File: config.mk
export PLATFORM = sky130hd
export DESIGN_NAME = mpmc11_wdata_feeder
export DESIGN_NICKNAME = d
export VERILOG_FILES = /design/src/rtl/mpmc11_pkg.sv /design/src/rtl/mpmc11_beat_mux.sv /design/src/rtl/mpmc11_wdata_feeder.sv
export SDC_FILE = /design/constraint.sdc
export NUM_CORES = 2
export LEC_CHECK = 0
export CORE_AREA = 2 2 339 341
export CTS_CLUSTER_DIAMETER = 150
export DETAILED_ROUTE_END_ITERATION = 12
export DIE_AREA = 0 0 341 343
export PLACE_DENSITY_LB_ADDON = 0.15
export SLEW_MARGIN = 0
export SYNTH_ARGS = -nofsm -noshare
export SYNTH_HDL_FRONTEND = slang
export SYNTH_HIERARCHICAL = 1
export SYNTH_SLANG_ARGS = --single-unit
File: constraint.sdc
create_clock -name clk -period 2.7 [get_ports clk]
set_input_delay 0.27 -clock clk [delete_from_list [all_inputs] [get_ports clk]]
set_output_delay 0.27 -clock clk [all_outputs]
set_load 0.01 [all_outputs]
File: src/rtl/mpmc11_pkg.sv
// Shared types and constants for the mpmc11 write-data path.
// The feeder FSM states and the default stall timeout live here.
package mpmc11_pkg;

    typedef enum logic [1:0] {
        IDLE,
        SEND,
        FIN
    } mpmc11_wfeed_state_t;

    localparam int MPMC11_WFEED_TMO_DEF = 1023;
    localparam int MPMC11_STALL_W       = 16;

    // Beat counter width: clog2(beats), never below one bit.
    function automatic int mpmc11_cnt_w(input int beats);
        return (beats > 1) ? $clog2(beats) : 1;
    endfunction

endpackage

File: src/rtl/mpmc11_beat_mux.sv
// Selects one beat of data and its byte mask out of a buffered write line.
// Purely combinational; the mask is the inverted byte-enable slice.
module mpmc11_beat_mux
    import mpmc11_pkg::*;
#(
    parameter int WID   = 256,
    parameter int BEATS = 2,
    parameter int CW    = mpmc11_cnt_w(BEATS)
) (
    input  logic [BEATS*WID-1:0]   line,
    input  logic [BEATS*WID/8-1:0] sel,
    input  logic [CW-1:0]          cnt,
    output logic [WID-1:0]         data,
    output logic [WID/8-1:0]       mask
);

    localparam int MW = WID / 8;

    always_comb begin
        // NOTE: defaults first so every path assigns both outputs; no latch.
        data = '0;
        mask = '1;
        for (int b = 0; b < BEATS; b++) begin
            if (cnt == CW'(b)) begin
                data = line[b*WID +: WID];
                mask = ~sel[b*MW +: MW];
            end
        end
    end

endmodule

File: src/rtl/mpmc11_wdata_feeder.sv
// Streams a captured write line onto the PHY app_wdf_* interface one beat at a time,
// honouring app_wdf_rdy backpressure and flagging stalls longer than TMO cycles.
module mpmc11_wdata_feeder
    import mpmc11_pkg::*;
#(
    parameter int WID   = 256,
    parameter int BEATS = 2,
    parameter int TMO   = MPMC11_WFEED_TMO_DEF
) (
    input  logic                   clk,
    input  logic                   rstn,
    input  logic                   start,
    input  logic [BEATS*WID-1:0]   dati,
    input  logic [BEATS*WID/8-1:0] seli,
    output logic                   busy,
    output logic                   done,
    output logic                   err,
    input  logic                   err_clr,
    output logic [WID-1:0]         app_wdf_data,
    output logic [WID/8-1:0]       app_wdf_mask,
    output logic                   app_wdf_wren,
    output logic                   app_wdf_end,
    input  logic                   app_wdf_rdy
);

    localparam int LW = BEATS * WID;
    localparam int SW = LW / 8;
    localparam int MW = WID / 8;
    localparam int CW = mpmc11_cnt_w(BEATS);
    localparam logic [CW-1:0]             LAST  = CW'(BEATS - 1);
    localparam logic [MPMC11_STALL_W-1:0] TMO_V = MPMC11_STALL_W'(TMO);

    mpmc11_wfeed_state_t state, state_n;

    logic [LW-1:0]             line, line_n;
    logic [SW-1:0]             sel, sel_n;
    logic [CW-1:0]             cnt, cnt_n;
    logic [MPMC11_STALL_W-1:0] stall, stall_n;
    logic                      err_n;
    logic [WID-1:0]            beat_data;
    logic [MW-1:0]             beat_mask;

    always_comb begin
        state_n = state;
        line_n  = line;
        sel_n   = sel;
        cnt_n   = cnt;
        stall_n = stall;
        err_n   = err;

        unique case (state)
            IDLE: begin
                if (start) begin
                    line_n  = dati;
                    sel_n   = seli;
                    cnt_n   = '0;
                    stall_n = '0;
                    state_n = SEND;
                end
            end
            SEND: begin
                if (app_wdf_rdy) begin
                    stall_n = '0;
                    if (cnt == LAST) state_n = FIN;
                    else             cnt_n   = cnt + 1'b1;
                end else if (stall != '1) begin
                    stall_n = stall + 1'b1;
                end
            end
            FIN:     state_n = IDLE;
            default: state_n = IDLE;
        endcase

        // A timeout landing in the same cycle as err_clr must win.
        if (err_clr) err_n = 1'b0;
        if (state == SEND && !app_wdf_rdy && stall_n == TMO_V) err_n = 1'b1;
    end

    // Mux looks at next-cycle buffer and counter so the beat outputs can be registered.
    mpmc11_beat_mux #(
        .WID   (WID),
        .BEATS (BEATS),
        .CW    (CW)
    ) u_beat_mux (
        .line (line_n),
        .sel  (sel_n),
        .cnt  (cnt_n),
        .data (beat_data),
        .mask (beat_mask)
    );

    // NOTE: the line buffer is pure data, always loaded before it is read, so it has no reset.
    always_ff @(posedge clk) begin
        line <= line_n;
        sel  <= sel_n;
    end

    always_ff @(posedge clk) begin
        // NOTE: sequential state uses non-blocking assignments only.
        if (!rstn) begin
            state        <= IDLE;
            cnt          <= '0;
            stall        <= '0;
            err          <= 1'b0;
            busy         <= 1'b0;
            done         <= 1'b0;
            app_wdf_wren <= 1'b0;
            app_wdf_end  <= 1'b0;
            app_wdf_data <= '0;
            app_wdf_mask <= '1;
        end else begin
            state        <= state_n;
            cnt          <= cnt_n;
            stall        <= stall_n;
            err          <= err_n;
            busy         <= (state_n != IDLE);
            done         <= (state_n == FIN);
            app_wdf_wren <= (state_n == SEND);
            app_wdf_end  <= (state_n == SEND) && (cnt_n == LAST);
            app_wdf_data <= (state_n == SEND) ? beat_data : '0;
            app_wdf_mask <= (state_n == SEND) ? beat_mask : '1;
        end
    end

endmodule
==> results.cfg <==
[run_status]
status = finished clean

[critical_path]
cp_top_family = simple AND/OR/NAND/NOR gates
critPathKind = reg2reg
crit_buf_inv = 0
crit_path_frequent_cell = nand3_1
worstPathCellList = ha_1 -> nand4_2 -> or4_1 -> nand3_1 -> nand2_1 -> nor4_2 -> nand3_1 -> o31ai_2
endpoint_kind = flip-flop
critical-path-max-stage-delay_ps = 740
cp-start-kind = flip-flop
cp_slowest_cell = or4_1
crit_arrival_ps = 3150
crit_path_max_fanout = 7
critical_path_required_ps = 3300

[flow_run]
drv_cap = 0

[sta]
rsz0062_at_grt = no
slew_headroom = 0.455
fin_setup_tns_ps = 0
period_share = 0.946
max_freq_mhz = 392
worst_slew_pin_slew_ps = 817
maxSlewViolCount = 0
finalSetupViolCount = 0
hold_viol = 0
layout_min_cycle_time_ps = 2550
clock_skew_ps = 23.6

[synth]
netlist_instances = 2331
synth_nets = 2913
ys_ff_latch = 888
syn_area_per_cell_um2 = 13.6
ys_warn_count = 6
seq_area_frac_synth = 0.562
synth_area_mm2 = 0.0316
ys.flop_type = dfxtp_1
synth_cell_type_count = 57
async_reset_ff_frac = 0
synth_edf_count = 0

[floorplan]
core_area_mm2 = 0.113
ios = 874
start_util = 0.279
fp-row-count = 124
design.die.area_mm2 = 0.117
die_w_um = 341
die_y_um = 343

[drt]
avgViaCountPerCell = 4.39
firstDrtPassIters = 5
avgRoutedWirePerCell_um = 20.7
detail-route-antenna-nets = 0
drt-total-wl_um = 100000
drt_iter0_markers = 640
drc = 0
vias = 21200

[placed_design]
gp_congestion = 0.826
dp_hpwl_um = 73700
portBuffers = 873
postPlaceCellArea_mm2 = 0.0424

[cts]
clkSlewWorstSetupHoldPaths_ps = 60
numCtsBuffers = 103
clock_sinks = 888
cts_max_level = 3
post-cts-setup-buffer-count = 0
ctsResizeCount = 0
cts_tree = done
cts_hold_buf = 0
ctsRootBufferMaster = clkbuf_16
clock_latency_ps = 690
clk_path_buf_depth = 3

[layout]
final_common_cell = dfxtp_1
drive_gt1_frac = 0.331
stdcell_area_mm2 = 0.0459
final_cell_mix = dfxtp_1 (888), clkdlybuf4s50_1 (873), mux2_2 (644)
nNetsFinal = 3802
layout-area-overhead-vs-synth_pct = 45.0

[worst_hold_path]
hold_class = in2reg

[grt]
grt_use_total = 0.164
overflow = 0
first_global_vias = 23100
antenna_found_initial = 47
grt_pass1_wl_um = 145000
grt_max_degree = 133

[pwr]
ir_drop_uv = 495
power.density_mw_per_mm2 = 774
p_leak_nw = 18.6
[path summary, 6_finish.rpt]
check                               start         to  slack, ps  cells after the start
worst min-delay path             dati[41]   line[41]        200                      2
worst min register to register  line[258]  line[258]        470                      1
worst max register to register   stall[1]        err        150                      8
worst max-delay path             stall[1]        err        150                      8
[cell usage after synthesis, drive strengths merged (2+ instances only)]
master    n  area share
dfxtp   888        0.56
mux2    832        0.32
and3    259       0.051
clkbuf  122       0.014
buf      39       0.012
mux2i    32       0.010
nand2b   32      0.0063
nand2    13      0.0016
nor2     13      0.0015
nand3    12      0.0022
o21ai    11      0.0017
and2     10      0.0020
a21oi     7      0.0012
nand4     7      0.0016
nor4      5      0.0016
a31oi     4     0.00079
nor2b     4     0.00079
o311ai    4      0.0011
o31a      4      0.0011
and2b     3     0.00071
inv       3     0.00036
or4       3     0.00071
a21boi    2     0.00059
a22oi     2     0.00047
and4      2     0.00059
nand3b    2     0.00047
o31ai     2     0.00063
[report_power, final]
group          leakage, nW  switching, mW  internal, mW
sequential            7.43          0.470          15.0
combinational         9.46           2.22          3.99
clock                 1.71           5.62          8.27
total                 18.6           8.30          27.2
[flip-flops by register name, indices dropped and copies added (netlist names), 2 cells and up]
register      cells
sel              64
state             2
app_wdf_data    256
app_wdf_mask     32
stall            16
line            512
[cells by family after synthesis]
family / count (synthesis) / share of synthesized area
DFF: 888 / 0.562
muxes: 864 / 0.328
and+or+nand+nor: 370 / 0.0728
buffers and inverters: 164 / 0.0263
AOI/OAI and AO/OA: 44 / 0.0103
adders and majority gates: 1 / 0.000395
[per-layer routing]
metal,vias to the layer above,global-route usage,part of all wire
met4,46,0.0687,0.040
met1,10200,0.167,0.36
met5,-,0,0.0031
li1,10000,-,-
met2,668,0.295,0.51
met3,238,0.0703,0.089
[metrics by stage]
step | cells | setup slack (ps) | total power [mW] | hold slack, ps | utilization
2_1_floorplan | 2331 | 414 | 19.2 | 428 | -
3_3_place_gp | 4627 | 131 | 21.8 | 452 | 0.374
3_5_place_dp | 4627 | 108 | 22.0 | 460 | 0.374
4_1_cts | 4812 | 144 | 36.1 | 135 | 0.404
5_1_grt | 4831 | 21.3 | 37.1 | 155 | 0.405
6_report | 4833 | 147 | 35.5 | 203 | 0.405
[area by class of cell]
type	count	area [um^2]
Fill cell	10600	67500
Tap cell	1512	1890
Clock inverter	34	343
Antenna cell	21	52.6
Timing Repair Buffer	945	9670
Sequential cell	888	17800
Multi-Input combinational cell	1279	13100
Clock buffer	151	3080
Inverter	3	11.3
Power figures use the tool's default switching activity.
